### src/rtl/axi4_dec_pkg.sv
// Shared encodings for the AXI4 region decoder: result codes, config field
// selectors and region control bit positions.
package axi4_dec_pkg;

  // Decode result codes
  localparam logic [1:0] DEC_OK        = 2'd0;
  localparam logic [1:0] DEC_NOMATCH   = 2'd1;
  localparam logic [1:0] DEC_MST_DENY  = 2'd2;
  localparam logic [1:0] DEC_PROT_DENY = 2'd3;

  // cfg_field selectors
  localparam logic [1:0] CFG_BASE  = 2'd0;
  localparam logic [1:0] CFG_LIMIT = 2'd1;
  localparam logic [1:0] CFG_PERM  = 2'd2;
  localparam logic [1:0] CFG_CTRL  = 2'd3;

  // Bit positions inside a region's ctrl word
  localparam int CTRL_EN   = 0;
  localparam int CTRL_PRIV = 1;
  localparam int CTRL_SEC  = 2;

endpackage

### src/rtl/axi4_region_match.sv
// Single-region address compare: hit when enabled and base <= addr <= limit
// (unsigned, inclusive). A region with base > limit can never hit.
module axi4_region_match #(
  parameter int ADDR_WIDTH = 32
) (
  input  logic [ADDR_WIDTH-1:0] addr,
  input  logic [ADDR_WIDTH-1:0] base,
  input  logic [ADDR_WIDTH-1:0] limit,
  input  logic                  en,
  output logic                  hit
);

  assign hit = en && (addr >= base) && (addr <= limit);

endmodule

### src/rtl/axi4_region_decoder_pipe.sv
// Registered AXI4 region decoder. Runtime-programmable region table
// (base/limit/perm/ctrl), one AW/AR decode per cycle through a single
// valid/ready register stage, fixed lowest-index priority on overlap.
// Optional error capture registers: define AXI4_DEC_ERR_CAPTURE_EN.
module axi4_region_decoder_pipe
  import axi4_dec_pkg::*;
#(
  parameter int ADDR_WIDTH  = 32,
  parameter int NUM_SLAVES  = 4,
  parameter int NUM_MASTERS = 4,
  parameter int ERR_CNT_W   = 16,
  localparam int MID_W = (NUM_MASTERS > 1) ? $clog2(NUM_MASTERS) : 1,
  localparam int IDX_W = (NUM_SLAVES > 1) ? $clog2(NUM_SLAVES) : 1
) (
  input  logic                  aclk,
  input  logic                  areset,
  input  logic                  req_valid,
  output logic                  req_ready,
  input  logic [ADDR_WIDTH-1:0] req_addr,
  input  logic [2:0]            req_prot,
  input  logic [MID_W-1:0]      req_mid,
  input  logic                  req_is_write,
  output logic                  dec_valid,
  input  logic                  dec_ready,
  output logic [NUM_SLAVES-1:0] dec_slave_sel,
  output logic                  dec_error,
  output logic [1:0]            dec_err_code,
  output logic [ADDR_WIDTH-1:0] dec_addr,
  output logic [MID_W-1:0]      dec_mid,
  output logic                  dec_is_write,
  input  logic                  cfg_wr_en,
  input  logic [IDX_W-1:0]      cfg_idx,
  input  logic [1:0]            cfg_field,
  input  logic [ADDR_WIDTH-1:0] cfg_wdata,
  input  logic                  cfg_lock,
  output logic                  cfg_locked,
  output logic [ERR_CNT_W-1:0]  err_count
`ifdef AXI4_DEC_ERR_CAPTURE_EN
  ,
  output logic                  err_cap_valid,
  output logic [ADDR_WIDTH-1:0] err_cap_addr,
  output logic [MID_W-1:0]      err_cap_mid,
  output logic [1:0]            err_cap_code,
  input  logic                  err_cap_clr
`endif
);

  logic [NUM_SLAVES-1:0][ADDR_WIDTH-1:0]  base_q, limit_q;
  logic [NUM_SLAVES-1:0][NUM_MASTERS-1:0] perm_q;
  logic [NUM_SLAVES-1:0][2:0]             ctrl_q;

  logic [NUM_SLAVES-1:0]  hit;
  logic                   any_hit, mid_ok, prot_bad, accept;
  logic [NUM_SLAVES-1:0]  win_oh, sel_d;
  logic [NUM_MASTERS-1:0] win_perm;
  logic [2:0]             win_ctrl;
  logic [1:0]             code_d;
  logic                   unused_prot;

  // AxPROT[2] (instruction/data) plays no part in the checks
  assign unused_prot = req_prot[2];

  assign req_ready = !dec_valid || dec_ready;
  assign accept    = req_valid && req_ready;

  // Per-region compare against the current (pre-write) table
  for (genvar g = 0; g < NUM_SLAVES; g++) begin : g_match
    axi4_region_match #(.ADDR_WIDTH(ADDR_WIDTH)) u_match (
      .addr  (req_addr),
      .base  (base_q[g]),
      .limit (limit_q[g]),
      .en    (ctrl_q[g][CTRL_EN]),
      .hit   (hit[g])
    );
  end

  // Lowest-index winner, then permission/prot checks on that region only
  always_comb begin
    any_hit  = 1'b0;
    win_oh   = '0;
    win_perm = '0;
    win_ctrl = '0;
    for (int i = NUM_SLAVES - 1; i >= 0; i--) begin
      if (hit[i]) begin
        any_hit   = 1'b1;
        win_oh    = '0;
        win_oh[i] = 1'b1;
        win_perm  = perm_q[i];
        win_ctrl  = ctrl_q[i];
      end
    end
    // mid values with no matching perm bit stay denied
    mid_ok = 1'b0;
    for (int m = 0; m < NUM_MASTERS; m++)
      if (req_mid == MID_W'(m)) mid_ok = win_perm[m];
    prot_bad = (win_ctrl[CTRL_PRIV] && !req_prot[0]) ||
               (win_ctrl[CTRL_SEC]  &&  req_prot[1]);
    sel_d  = '0;
    if (!any_hit)     code_d = DEC_NOMATCH;
    else if (!mid_ok) code_d = DEC_MST_DENY;
    else if (prot_bad) code_d = DEC_PROT_DENY;
    else begin
      code_d = DEC_OK;
      sel_d  = win_oh;
    end
  end

  // Region table writes and sticky lock
  always_ff @(posedge aclk) begin
    if (areset) begin
      base_q     <= '0;
      limit_q    <= '0;
      perm_q     <= '1;
      ctrl_q     <= '0;
      cfg_locked <= 1'b0;
    end else begin
      if (cfg_lock) cfg_locked <= 1'b1;
      for (int i = 0; i < NUM_SLAVES; i++) begin
        if (cfg_wr_en && !cfg_locked && cfg_idx == IDX_W'(i)) begin
          case (cfg_field)
            CFG_BASE:  base_q[i]  <= cfg_wdata;
            CFG_LIMIT: limit_q[i] <= cfg_wdata;
            CFG_PERM:  perm_q[i]  <= cfg_wdata[NUM_MASTERS-1:0];
            default:   ctrl_q[i]  <= cfg_wdata[2:0];
          endcase
        end
      end
    end
  end

  // Result register stage; fields hold while stalled
  always_ff @(posedge aclk) begin
    if (areset) begin
      dec_valid     <= 1'b0;
      dec_slave_sel <= '0;
      dec_error     <= 1'b0;
      dec_err_code  <= DEC_OK;
      dec_addr      <= '0;
      dec_mid       <= '0;
      dec_is_write  <= 1'b0;
    end else if (accept) begin
      dec_valid     <= 1'b1;
      dec_slave_sel <= sel_d;
      dec_error     <= (code_d != DEC_OK);
      dec_err_code  <= code_d;
      dec_addr      <= req_addr;
      dec_mid       <= req_mid;
      dec_is_write  <= req_is_write;
    end else if (dec_ready) begin
      dec_valid <= 1'b0;
    end
  end

  // Saturating count of error results, bumped when the result loads
  always_ff @(posedge aclk) begin
    if (areset)
      err_count <= '0;
    else if (accept && code_d != DEC_OK && err_count != '1)
      err_count <= err_count + 1'b1;
  end

`ifdef AXI4_DEC_ERR_CAPTURE_EN
  // First-error capture; a new error in the clear cycle wins over the clear
  always_ff @(posedge aclk) begin
    if (areset) begin
      err_cap_valid <= 1'b0;
      err_cap_addr  <= '0;
      err_cap_mid   <= '0;
      err_cap_code  <= DEC_OK;
    end else if (accept && code_d != DEC_OK && (!err_cap_valid || err_cap_clr)) begin
      err_cap_valid <= 1'b1;
      err_cap_addr  <= req_addr;
      err_cap_mid   <= req_mid;
      err_cap_code  <= code_d;
    end else if (err_cap_clr) begin
      err_cap_valid <= 1'b0;
    end
  end
`endif

endmodule

### config.mk
export PLATFORM = sky130hd
export DESIGN_NAME = axi4_region_decoder_pipe
export DESIGN_NICKNAME = d
export VERILOG_FILES = /design/src/rtl/axi4_dec_pkg.sv /design/src/rtl/axi4_region_match.sv /design/src/rtl/axi4_region_decoder_pipe.sv
export SDC_FILE = /design/constraint.sdc
export NUM_CORES = 1
export LEC_CHECK = 0
export CORE_MARGIN = 2
export CORE_UTILIZATION = 44
export CTS_CLUSTER_SIZE = 28
export DETAILED_ROUTE_END_ITERATION = 6
export GPL_ROUTABILITY_DRIVEN = 0
export PLACE_DENSITY = 0.62
export SYNTH_ARGS = -nofsm -noshare
export SYNTH_HDL_FRONTEND = slang
export SYNTH_SLANG_ARGS = --single-unit
### constraint.sdc
create_clock -name aclk -period 8.55 [get_ports aclk]
set_input_delay 1.71 -clock aclk [delete_from_list [all_inputs] [get_ports aclk]]
set_output_delay 1.71 -clock aclk [all_outputs]
set_load 0.01 [all_outputs]
# Word level (Yosys, flattened, before mapping)
# Index checks and enable logic that the tools add are counted.
[op_classes] n_addsub=1 n_lt_le_gt_ge=8 eq_ne=9 mux=28 bitwise_logic=1 n_reduce_logical=45
[op_table] cell="$ge A32 B32 Y1" n=4
[op_table] cell="$le A32 B32 Y1" n=4
[op_table] cell="$mux W4" n=11
[op_table] cell="$reduce_and A2 Y1" n=16
[op_table] cell="$logic_and A1 B1 Y1" n=18
[op_table] cell="$add A16 B1 Y16 const B" n=1
[op_table] cell="$ne A16 B16 Y1 const B" n=1
[op_table] cell="$mux W3" n=4
[op_table] cell="$eq A2 B2 Y1 const B" n=5
[op_table] cell="$mux W1" n=10
[op_table] cell="$eq A2 B1 Y1 const B" n=3
[op_table] cell="$logic_not A2 Y1" n=3
[op_table] cell="$mux W2" n=3
[op_table] cell="$reduce_bool A2 Y1" n=2
[op_table] cell="$logic_not A1 Y1" n=3
[op_table] cell="$reduce_or A3 Y1" n=1
[op_table] cell="$logic_or A1 B1 Y1" n=2
[op_table] cell="$not A1 Y1" n=1
[word_totals] regBits=344 inputBits=80 wordCells=117

# Longest topological paths before layout
# Gate-level depths: netlist of the first run.
[depth] word_depth=16 ltp_mapped=15 depth_no_buf=13

# Modules after synthesis
# Synthesis of the first run repeated with hierarchy kept, for this count alone.
[hier_totals] cells_unflattened=2495 hier_area_um2=19020.7
[modules_own_cells] mod="axi4_region_decoder_pipe" n_inst=1 cells_per_inst=1603 area_per_inst_um2=12604.6
[modules_own_cells] mod="axi4_region_match" n_inst=4 cells_per_inst=223 area_per_inst_um2=1604.0

# Least setup slack after synthesis of the first run
# Ideal clock, no wire load.
[synth_timing] path_kind="input to register" start="input req_addr[14]" end="register err_count[2]" setup_time_ps=121 arrival_time_ps=4667 t_required_ps=8429 path_slack_ps=3762 path_stages=13 n_path_buf=2 path_cell_list="ha_1 > nand4_2 > nor4_2 > nand2_1 > a221o_1 > buf_6 > o311ai_2 > a2111oi_1 > or4_4 > o211ai_4 > buf_6 > nor2_1 > mux2_4"
[synth_via] elab_chain_cells=16 word_cells_on_any_way=41
[synth_lines] item="start: declaration" line_no="axi4_region_decoder_pipe.sv:19" text="input logic [ADDR_WIDTH-1:0] req_addr,"
[synth_lines] item="$ge A32 B32 Y1" line_no="axi4_region_match.sv:13" text="assign hit = en && (addr >= base) && (addr <= limit);"
[synth_lines] item="$logic_and A1 B1 Y1 (2 in a row)" line_no="axi4_region_match.sv:13"
[synth_lines] item="$mux W4 (4 in a row)" line_no="axi4_region_decoder_pipe.sv:84" text="if (hit[i]) begin"
[synth_lines] item="$mux W1 (4 in a row)" line_no="axi4_region_decoder_pipe.sv:95" text="if (req_mid == MID_W'(m)) mid_ok = win_perm[m];"
[synth_lines] item="$mux W2" line_no="axi4_region_decoder_pipe.sv:100" text="else if (!mid_ok) code_d = DEC_MST_DENY;"
[synth_lines] item="$mux W2 (*)" line_no="axi4_region_decoder_pipe.sv:99" text="if (!any_hit) code_d = DEC_NOMATCH;"
[synth_lines] item="$reduce_bool A2 Y1 (*)" line_no="axi4_region_decoder_pipe.sv:158" text="else if (accept && code_d != DEC_OK && err_count != '1)"
[synth_lines] item="$logic_and A1 B1 Y1 (*) (2 in a row)" line_no="axi4_region_decoder_pipe.sv:158"
[synth_lines] item="end signal: assignment" line_no="axi4_region_decoder_pipe.sv:159" text="err_count <= err_count + 1'b1;"
[synth_lines] item="end: declaration" line_no="axi4_region_decoder_pipe.sv:37" text="output logic [ERR_CNT_W-1:0] err_count"
# Mark *: on every way between the ends. The rest lies on a longest branch, timed or not.
# A chain may end at the register's enable or synchronous reset.

# Worst setup path in the final report of the first run
[layout_timing] start="input req_addr[17]" end="register err_count[2]"
# Same word-level chain as after synthesis.

==> metrics, run 1 <==
Clock Root Buffer clkbuf_16; compound-cell area share of the yosys netlist 16.2%; maximum resistive drop on vdd 110 uV; number of setup buffers added after CTS 0; f_max around 0.16 GHz; Most common cell on crit path a21oi_1; number of flip-flops and latches in the synthesized netlist approximately 340; IO Pins 141; number of CTS-inserted buffers 41; worst-path cell with the longest stage delay a2111oi_0; final setup TNS 0 ns; number of gates given a new drive strength after cts 0; count of input and output buffers roughly 140; x dimension of the die 212 um; synth warn 0; class of the worst hold path reg2reg; total setup violations reported at the end of the flow 0; commonest non-fill, non-tap cell in the layout nand2_1; Num Clock Sinks around 340; effective utilization at floorplan 44.5%; via count of the first global-routing pass 16400; Post-CTS Hold Fix Bufs 0; number of cells produced by synthesis 2522; final critical path time including I/O delays and setup 6.29 ns; routed length per placed instance 17.8 um; PnR worst setup slack 2.26 ns; post-synthesis average cell area about 7.6 sq um; arrival time worst endpoint 6.74 ns; latest clock arrival within the worst-skew pair 0.56 ns; Layout Nets roughly 2900; Syn-to-layout area delta 15.9%; total wirelength of the detailed-routed design 57100 um; cell total after placement 3132; leakage power total 7.65 nW; post-DP HPWL 38900 um; count of endpoints failing hold in the final timing report 0; die span in y 212 um; via total after detailed routing between 15000 and 20000; relative slew slack ~28%; part of the Yosys area used for sequential elements between 30 and 40%; Worst Tran Pin Value 1.08 ns; number of nets with antenna violations after routing 0; via-per-instance ratio ~5.3; setup repair after global routing missed its margin false; FF-to-FF Start base_q[17]; final critical-path share of the clock period 73.6%; Maximum Capacitance Violations 0; number of search-and-repair iterations in the first detailed-routing pass 5; maximum number of buffers from clock root to sink 3; most frequent cells in the layout 686 x nand2_1, 400 x a21oi_1, 344 x dfxtp_1; clock tree skew after final layout 0.0219 ns; main combinational cell family by area after synthesis simple AND/OR/NAND/NOR gates; antenna violations before repair 5; critical path launch point type primary input; Post-Synthesis Cell Area 19100 sq um; worst hold start limit_q[45]; largest stage delay on the critical path 0.95 ns; Total Power Consumption 3.72 mW; total gr overflow 0; non-filler instance count after layout 3202; violation count after the first detailed-routing iteration 1113; total number of H-tree levels 2; fraction of synthesized cell area in xor and xnor cells 0.0459%; clock-pin slew of the registers on the worst-case setup and hold paths around 0.050 ns; post-placement setup slack between 1.5 and 2 ns; fraction of synthesis flops using an asynchronous set or reset pin 0%; pwr dens 169 nW/um^2; setup slack on the worst flop-to-flop path ~3.9 ns; layout filler cell count ~4100; status completed; Crit Path Category in2reg; number of instances on the worst hold path 2; multiplexer share of the synthesized area 1.69%; std cell rows 76; distinct cell type count after synthesis 74; proportion of layout cells with a drive suffix above 1 4.48%; CP Cell Sequence clkdlybuf4s50_1, ha_1, a21oi_1, o21ai_0, a21oi_1, a2111oi_0, a21oi_1, nor2_2, a2111oi_1, or4_4, o211ai_4, nor2_1, mux2_4; number of enable-type register cells in the synthesized netlist 0; FF-to-FF End err_count[2]; max-slew violation total from the final report 0; area fraction in and, or, nand and nor cells after synthesis a little over a fifth; CTS tree done; Floorplan Core Area 42900 sq um; Post-Synth Adder-Cell Area 16.9%; die footprint 45000 sq um; share of the core filled with cells in the final layout 51.5%; Worst R2R Path Depth 13; top_reg_cell synth dfxtp_1; Hold EP limit_q[45]; data required time at the worst endpoint 9.00 ns; peak fanout along the critical path 18; first-pass GRT wire length 89200 um; GRT Resource Usage Total 25.5%; pin count of the biggest net entering global routing 154; DRC 0; Synthesized Nets 2859; endpoint type of the worst setup path register
==> kinds of logic (layout without fill, tap and decap cells) <==
kind of cell               after synthesis  count (layout)
adders and majority gates              257             257
and+or+nand+nor                        947             947
muxes                                   28              28
DFF                                    344             344
buffers and inverters                  397             489
other                                    0               3
xor gates and xnor gates                 1               1
AOI/OAI and AO/OA                      548             548
==> worst max path at each step <==
stage | from | to | slack [ns] | depth (start not counted)
finish | req_addr[17] | err_count[2] | 2.26 | 13
global route | req_addr[17] | err_count[2] | 2.14 | 13
global placement | req_addr[19] | err_count[2] | 1.70 | 13
floorplan | req_addr[14] | err_count[2] | 3.76 | 13
detailed placement | req_addr[17] | err_count[2] | 1.59 | 13
CTS | req_addr[17] | err_count[2] | 2.18 | 13
==> through the flow <==
step,area [sq um],hold WS [ns]
CTS,22100,0.454
finish,22100,0.452
detailed placement,20800,0.446
floorplan,19100,0.436
global route,22100,0.468
global placement,20800,0.441
==> where the power goes <==
group	switching, mW	total (mW)	internal [mW]
Sequential	0.0136	1.64	1.63
Combinational	0.259	0.416	0.157
Clock	0.681	1.67	0.985
Total	0.953	3.72	2.77
==> layout make-up <==
| class | instances | area (sq um) | area share, % |
|---|---|---|---|
| inverter | 261 | 980 | 4.43 |
| timing repair buffer | 161 | 1560 | 7.06 |
| multi-input combinational | 1781 | 10700 | 48.3 |
| sequential | 344 | 6890 | 31.2 |
| antenna | 3 | 7.51 | 0.0340 |
| clock inverter | 6 | 62.6 | 0.283 |
| clock buffer | 61 | 1190 | 5.39 |
| tap | 585 | 732 | 3.31 |
==> synthesized netlist by cell type, drive strengths merged (3+ instances only) <==
library cell  count  area [sq um]
o211ai            8          73.8
or3               8          50.1
a32oi             3          33.8
clkbuf          129           519
nor4             10          68.8
a2111o            3          33.8
inv             260           976
a21o             12          90.1
nor2b            21           131
and4              3          26.3
mux2i            19           190
a21oi           401          2010
nand3            47           235
mux2              7          86.3
and2              4          25.0
a22oi             3          22.5
a221o             3          30.0
a211oi           12          90.1
ha              257          3220
nand2b            9          56.3
o2111ai           4          35.0
a221oi            8          76.3
nor3             25           130
and3              6          37.5
nor2             65           246
or2               4          25.0
or4               3          26.3
o21ai            51           255
a21boi            5          37.5
o21a              7          52.6
nand4            45           288
buf               7          45.0
nand2           689          2590
dfxtp           344          6890
a2111oi           6          53.8
==> flip-flops by register name, indices dropped and copies added (netlist names) <==
register and count:
base_q 128, cfg_locked 1, ctrl_q 12, dec_addr 32, dec_err_code 2, dec_error 1, dec_is_write 1, dec_mid 2
dec_slave_sel 4, dec_valid 1, err_count 16, limit_q 128, perm_q 16
==> critical path, delay by kind of cell <==
family	cells	cell delay [ns]
buffers and inverters	1	0.67
AOI/OAI and AO/OA	7	2.53
and+or+nand+nor	3	1.08
adders and majority gates	1	0.44
muxes	1	0.31
==> per-layer routing <==
| metal | wire length [um] | share of wire [%] | track usage (%) | up-vias |
|---|---|---|---|---|
| li1 | - | - | - | 8564 |
| met1 | 25400 | 44 | 32.7 | 7998 |
| met2 | 27000 | 47 | 43.6 | 408 |
| met3 | 2780 | 4.9 | 3.40 | 112 |
| met4 | 1900 | 3.3 | 9.38 | 0 |
| met5 | 0 | 0 | 0 | - |
No activity file was read; power rests on OpenSTA's default activity.
==> run 2: changes to the inputs <==
- PLACE_DENSITY: 0.62 -> 0.64
- clock period: 8.55 -> 5.23 ns (I/O delays scaled with it)
==> metrics, run 2 (synthesized netlist as in run 1, its figures left out) <==
CP Cell Sequence clkdlybuf4s50_1, inv_1, ha_1, nand2b_1, a2111oi_0, or4b_1, nand3_1, a31oi_1, nor2_1, buf_4, a221o_1, a32oi_2, o211ai_4, buf_4, or3_1, a21oi_1 (was clkdlybuf4s50_1, ha_1, a21oi_1, o21ai_0, a21oi_1, a2111oi_0, a21oi_1, nor2_2, a2111oi_1, or4_4, o211ai_4, nor2_1, mux2_4); status completed (unchanged); leakage power total 8.16 nW (was 7.65 nW); relative slew slack 27.8% (was 28.2%); die footprint 45000 sq um (unchanged); count of endpoints failing hold in the final timing report 0 (unchanged); max-slew violation total from the final report 0 (unchanged); violation count after the first detailed-routing iteration 1123 (was 1113); Num Clock Sinks 344 (unchanged); arrival time worst endpoint 5.32 ns (was 6.74 ns); final-layout worst hold slack 0.451 ns (was 0.452 ns); IO Pins 141 (unchanged); number of nets with antenna violations after routing 0 (unchanged); antenna cell count 0 (was 3); leading registers by flop count base_q (128), limit_q (128), dec_addr (32) (unchanged); DRC 0 (unchanged); Worst Tran Pin Value 1.08 ns (about the same); largest stage delay on the critical path 0.68 ns (was 0.95 ns); via count of the first global-routing pass 16900 (was 16400); Total Power Consumption 6.32 mW (was 3.72 mW); via-per-instance ratio 5.35 (was 5.33); die span in y 212 um (unchanged); total gr overflow 0 (unchanged); final critical path time including I/O delays and setup 4.83 ns; count of input and output buffers 139 (unchanged); Layout Nets 3013 (was 2927); f_max 0.207 GHz; critical path launch point type primary input (unchanged); number of CTS-inserted buffers 40 (was 41); Most common cell on crit path buf_4 (was a21oi_1); Crit Path Category in2reg (unchanged); final setup TNS 0 ns (unchanged); total wirelength of the detailed-routed design 58200 um (was 57100 um); x dimension of the die 212 um (unchanged); most frequent cells in the layout 687 x nand2_1, 400 x a21oi_1, 344 x dfxtp_1 (was 686 x nand2_1, 400 x a21oi_1, 344 x dfxtp_1); post-placement setup slack -0.0998 ns (was 1.59 ns); data required time at the worst endpoint 5.72 ns (was 9.00 ns); Syn-to-layout area delta 20.2% (was 15.9%); std cell rows 76 (unchanged); post-DP HPWL 40600 um (was 38900 um); pwr dens 276 nW/um^2 (was 169 nW/um^2); first-pass GRT wire length 90800 um (was 89200 um); number of gates given a new drive strength after cts 0 (unchanged); total number of H-tree levels 2 (unchanged); endpoint type of the worst setup path register (unchanged); Maximum Capacitance Violations 0 (unchanged); final critical-path share of the clock period 92.4%; number of setup buffers added after CTS 0 (unchanged); GRT Resource Usage Total 25.8% (was 25.5%); via total after detailed routing 17600 (was 17100); effective utilization at floorplan 44.5% (unchanged); clock-pin slew of the registers on the worst-case setup and hold paths 0.06 ns (was 0.05 ns); Clock Root Buffer clkbuf_16 (unchanged); pin count of the biggest net entering global routing 175 (was 154); clock tree skew after final layout 0.0225 ns (was 0.0219 ns); maximum resistive drop on vdd 208 uV (was 110 uV); commonest non-fill, non-tap cell in the layout nand2_1 (unchanged); Floorplan Core Area 42900 sq um (unchanged); number of search-and-repair iterations in the first detailed-routing pass 6 (was 5); routed length per placed instance 17.7 um (was 17.8 um); proportion of layout cells with a drive suffix above 1 7.87% (was 4.48%); total setup violations reported at the end of the flow 0 (unchanged); antenna violations before repair 0 (was 5); maximum number of buffers from clock root to sink 3 (unchanged); CTS tree done (unchanged); total non-filler cell area in the finished layout 22900 sq um (was 22100 sq um); class of the worst hold path reg2reg (unchanged); worst-path cell with the longest stage delay a2111oi_0 (unchanged); peak fanout along the critical path 16 (was 18); setup slack on the worst flop-to-flop path 1.17 ns (was 3.89 ns); Cell Area, Placed 21600 sq um (was 20800 sq um); PnR worst setup slack 0.399 ns (was 2.26 ns); setup repair after global routing missed its margin false (unchanged); Post-CTS Hold Fix Bufs 0 (unchanged); latest clock arrival within the worst-skew pair 0.57 ns (was 0.56 ns)
run 2: cell type report:
class | instances | area, sq um
clock inverters | 14 | 155
flip-flops and latches | 344 | 6890
repair buffers | 248 | 2290
clock buffers | 57 | 1200
well taps | 585 | 732
multi-input cells | 1781 | 10700
fillers | 4052 | 20000
inverters | 261 | 980
run 2: report_power, final:
group	internal [mW]	switching, mW
clock	1.74	1.16
combinational	0.300	0.438
sequential	2.66	0.0223
total	4.70	1.62
run 2: through the flow:
stage,instances,util [%]
after floorplan,2522,-
after global placement,3219,50.3
after detailed placement,3219,50.3
after CTS,3290,53.4
after global routing,3290,53.4
final,3290,53.4
run 2: critical path, delay by kind of cell:
kind / cells / cell delay [ns]
adder cells (fa/ha/maj): 1 / 0.29
AO/OA/AOI/OAI: 6 / 1.96
AND/OR/NAND/NOR: 5 / 1.01
buffers and inverters: 4 / 0.99
run 2: worst paths after layout:
path,start,to,depth (start not counted)
hold reg to reg,dec_slave_sel[0],dec_slave_sel[0],2
hold / removal,dec_slave_sel[0],dec_slave_sel[0],2
setup / recovery,req_addr[0],err_count[4],16
setup reg to reg,base_q[109],err_count[1],15
run 2: metal layers:
metal	part of all wire, %	vias to the layer above	GRT usage, %
met2	47	488	43.9
met5	0	-	0
li1	-	8727	-
met4	3.2	0	9.72
met1	44	8282	33.5
met3	6.0	108	3.31
==> run 3: changes to the inputs <==
--- a/config.mk
+++ b/config.mk
@@ -7,2 +7,3 @@
 export LEC_CHECK = 0
+export CAP_MARGIN = 15
 export CORE_MARGIN = 2
==> constraint.sdc (replaced) <==
create_clock -name aclk -period 5.23 [get_ports aclk]
set_input_delay 0.7845 -clock aclk [delete_from_list [all_inputs] [get_ports aclk]]
set_output_delay 0.7845 -clock aclk [all_outputs]
set_load 0.01 [all_outputs]
==> metrics, run 3 (synthesized netlist as in run 1, its figures left out) <==
Worst R2R Path Depth 13 (was 15); Floorplan Core Area 42900 sq um (unchanged); FF-to-FF End err_count[1] (unchanged); DRC 0 (unchanged); final critical-path share of the clock period 88.8% (was 92.4%); CTS tree done (unchanged); clock-pin slew of the registers on the worst-case setup and hold paths 0.06 ns (about the same); pin count of the biggest net entering global routing 233 (was 175); Maximum Capacitance Violations 0 (unchanged); share of the core filled with cells in the final layout 53.2% (was 53.4%); die span in y 212 um (unchanged); f_max 0.215 GHz (was 0.207 GHz); max-slew violation total from the final report 0 (unchanged); final critical path time including I/O delays and setup 4.65 ns (was 4.83 ns); Crit Path Category in2reg (unchanged); routed length per placed instance 17.7 um (about the same); arrival time worst endpoint 5.14 ns (was 5.32 ns); most frequent cells in the layout 686 x nand2_1, 400 x a21oi_1, 344 x dfxtp_1 (was 687 x nand2_1, 400 x a21oi_1, 344 x dfxtp_1); Total Power Consumption 6.27 mW (was 6.32 mW); die footprint 45000 sq um (unchanged); pwr dens 275 nW/um^2 (was 276 nW/um^2); total wirelength of the detailed-routed design 58000 um (was 58200 um); count of input and output buffers 139 (unchanged); total gr overflow 0 (unchanged); clock tree skew after final layout 0.0209 ns (was 0.0225 ns); beginning of the critical path req_addr[7] (was req_addr[0]); total setup violations reported at the end of the flow 0 (unchanged); final setup TNS 0 ns (unchanged); Post-CTS Hold Fix Bufs 0 (unchanged); commonest non-fill, non-tap cell in the layout nand2_1 (unchanged); number of setup buffers added after CTS 0 (unchanged); via-per-instance ratio 5.35 (about the same); FF-to-FF Start base_q[46] (was base_q[109]); class of the worst hold path reg2reg (unchanged); final-layout worst hold slack 0.452 ns (was 0.451 ns); Clock Root Buffer clkbuf_16 (unchanged); Hold EP limit_q[59] (was dec_slave_sel[0]); maximum resistive drop on vdd 219 uV (was 208 uV); maximum number of buffers from clock root to sink 3 (unchanged); peak fanout along the critical path 14 (was 16); status completed (unchanged); leading registers by flop count base_q (128), limit_q (128), dec_addr (32) (unchanged); total number of H-tree levels 2 (unchanged); first-pass GRT wire length 91700 um (was 90800 um); number of CTS-inserted buffers 40 (unchanged); critical path launch point type primary input (unchanged); relative slew slack 22.2% (was 27.8%); number of nets with antenna violations after routing 0 (unchanged); Worst Tran Pin Value 1.17 ns (was 1.08 ns); Layout Nets 3003 (was 3013); worst hold start limit_q[59] (was dec_slave_sel[0]); via total after detailed routing 17600 (about the same); setup repair after global routing missed its margin false (unchanged); number of search-and-repair iterations in the first detailed-routing pass 5 (was 6); antenna violations before repair 1 (was 0); via count of the first global-routing pass 17200 (was 16900); std cell rows 76 (unchanged); endpoint type of the worst setup path register (unchanged); data required time at the worst endpoint 5.72 ns (about the same); x dimension of the die 212 um (unchanged); layout filler cell count 4080 (was 4052); GRT Resource Usage Total 26.0% (was 25.8%); number of gates given a new drive strength after cts 0 (unchanged); leakage power total 8.09 nW (was 8.16 nW); Syn-to-layout area delta 19.5% (was 20.2%); proportion of layout cells with a drive suffix above 1 7.42% (was 7.87%); Num Clock Sinks 344 (unchanged); post-DP HPWL 40200 um (was 40600 um); violation count after the first detailed-routing iteration 1285 (was 1123); number of instances on the worst hold path 2 (unchanged); setup slack on the worst flop-to-flop path 1.18 ns (was 1.17 ns); effective utilization at floorplan 44.5% (unchanged); count of endpoints failing hold in the final timing report 0 (unchanged); IO Pins 141 (unchanged); latest clock arrival within the worst-skew pair 0.58 ns (was 0.57 ns)
-- run 3: worst max path at each step --
stage | end | slack [ns] | depth (start not counted)
finish | err_count[3] | 0.58 | 15
global route | err_count[3] | 0.34 | 15
CTS | err_count[1] | 0.66 | 14
detailed placement | err_count[1] | 0.07 | 14
global placement | err_count[1] | 0.13 | 14
floorplan | err_count[2] | 1.37 | 13
-- run 3: per-stage QoR --
step	setup WS [ns]	std cells	area, sq um
4_1_cts	0.656	3281	22800
3_3_place_gp	0.132	3209	21500
2_1_floorplan	1.37	2522	19100
6_report	0.583	3283	22800
3_5_place_dp	0.0654	3209	21500
5_1_grt	0.338	3282	22800
-- run 3: report_power, final --
| part | leakage (nW) | internal (mW) | switching (mW) |
|---|---|---|---|
| Combinational | 4.64 | 0.293 | 0.434 |
| Clock | 0.661 | 1.71 | 1.14 |
| Sequential | 2.78 | 2.66 | 0.0226 |
| Total | 8.09 | 4.67 | 1.60 |
-- run 3: cell type report --
type                    instances  area, sq um  area share, %
clock buffers                  64         1230           5.40
flip-flops and latches        344         6890           30.2
well taps                     585          732           3.21
clock inverters                 8          109          0.477
multi-input cells            1781        10700           46.8
diodes                          2         5.00         0.0219
repair buffers                238         2180           9.55
inverters                     261          980           4.30
-- run 3: critical path, stage by stage --
cell and delay, ns:
clkdlybuf4s50_1 0.83, ha_1 0.36, a21oi_1 0.14, o21ai_0 0.19, a22o_1 0.23, a2111oi_0 0.46
buf_4 0.22, o2bb2ai_1 0.15, or2_2 0.32, a2111oi_1 0.32, or4_4 0.24, o211ai_4 0.17
buf_4 0.23, or3_1 0.34, a21oi_1 0.14
-- run 3: routing by layer --
| layer | global-route usage [%] | wire, um |
|---|---|---|
| met2 | 44.5 | 27400 |
| met5 | 0 | 0 |
| met4 | 10.2 | 2080 |
| met1 | 33.1 | 25600 |
| met3 | 3.69 | 2990 |
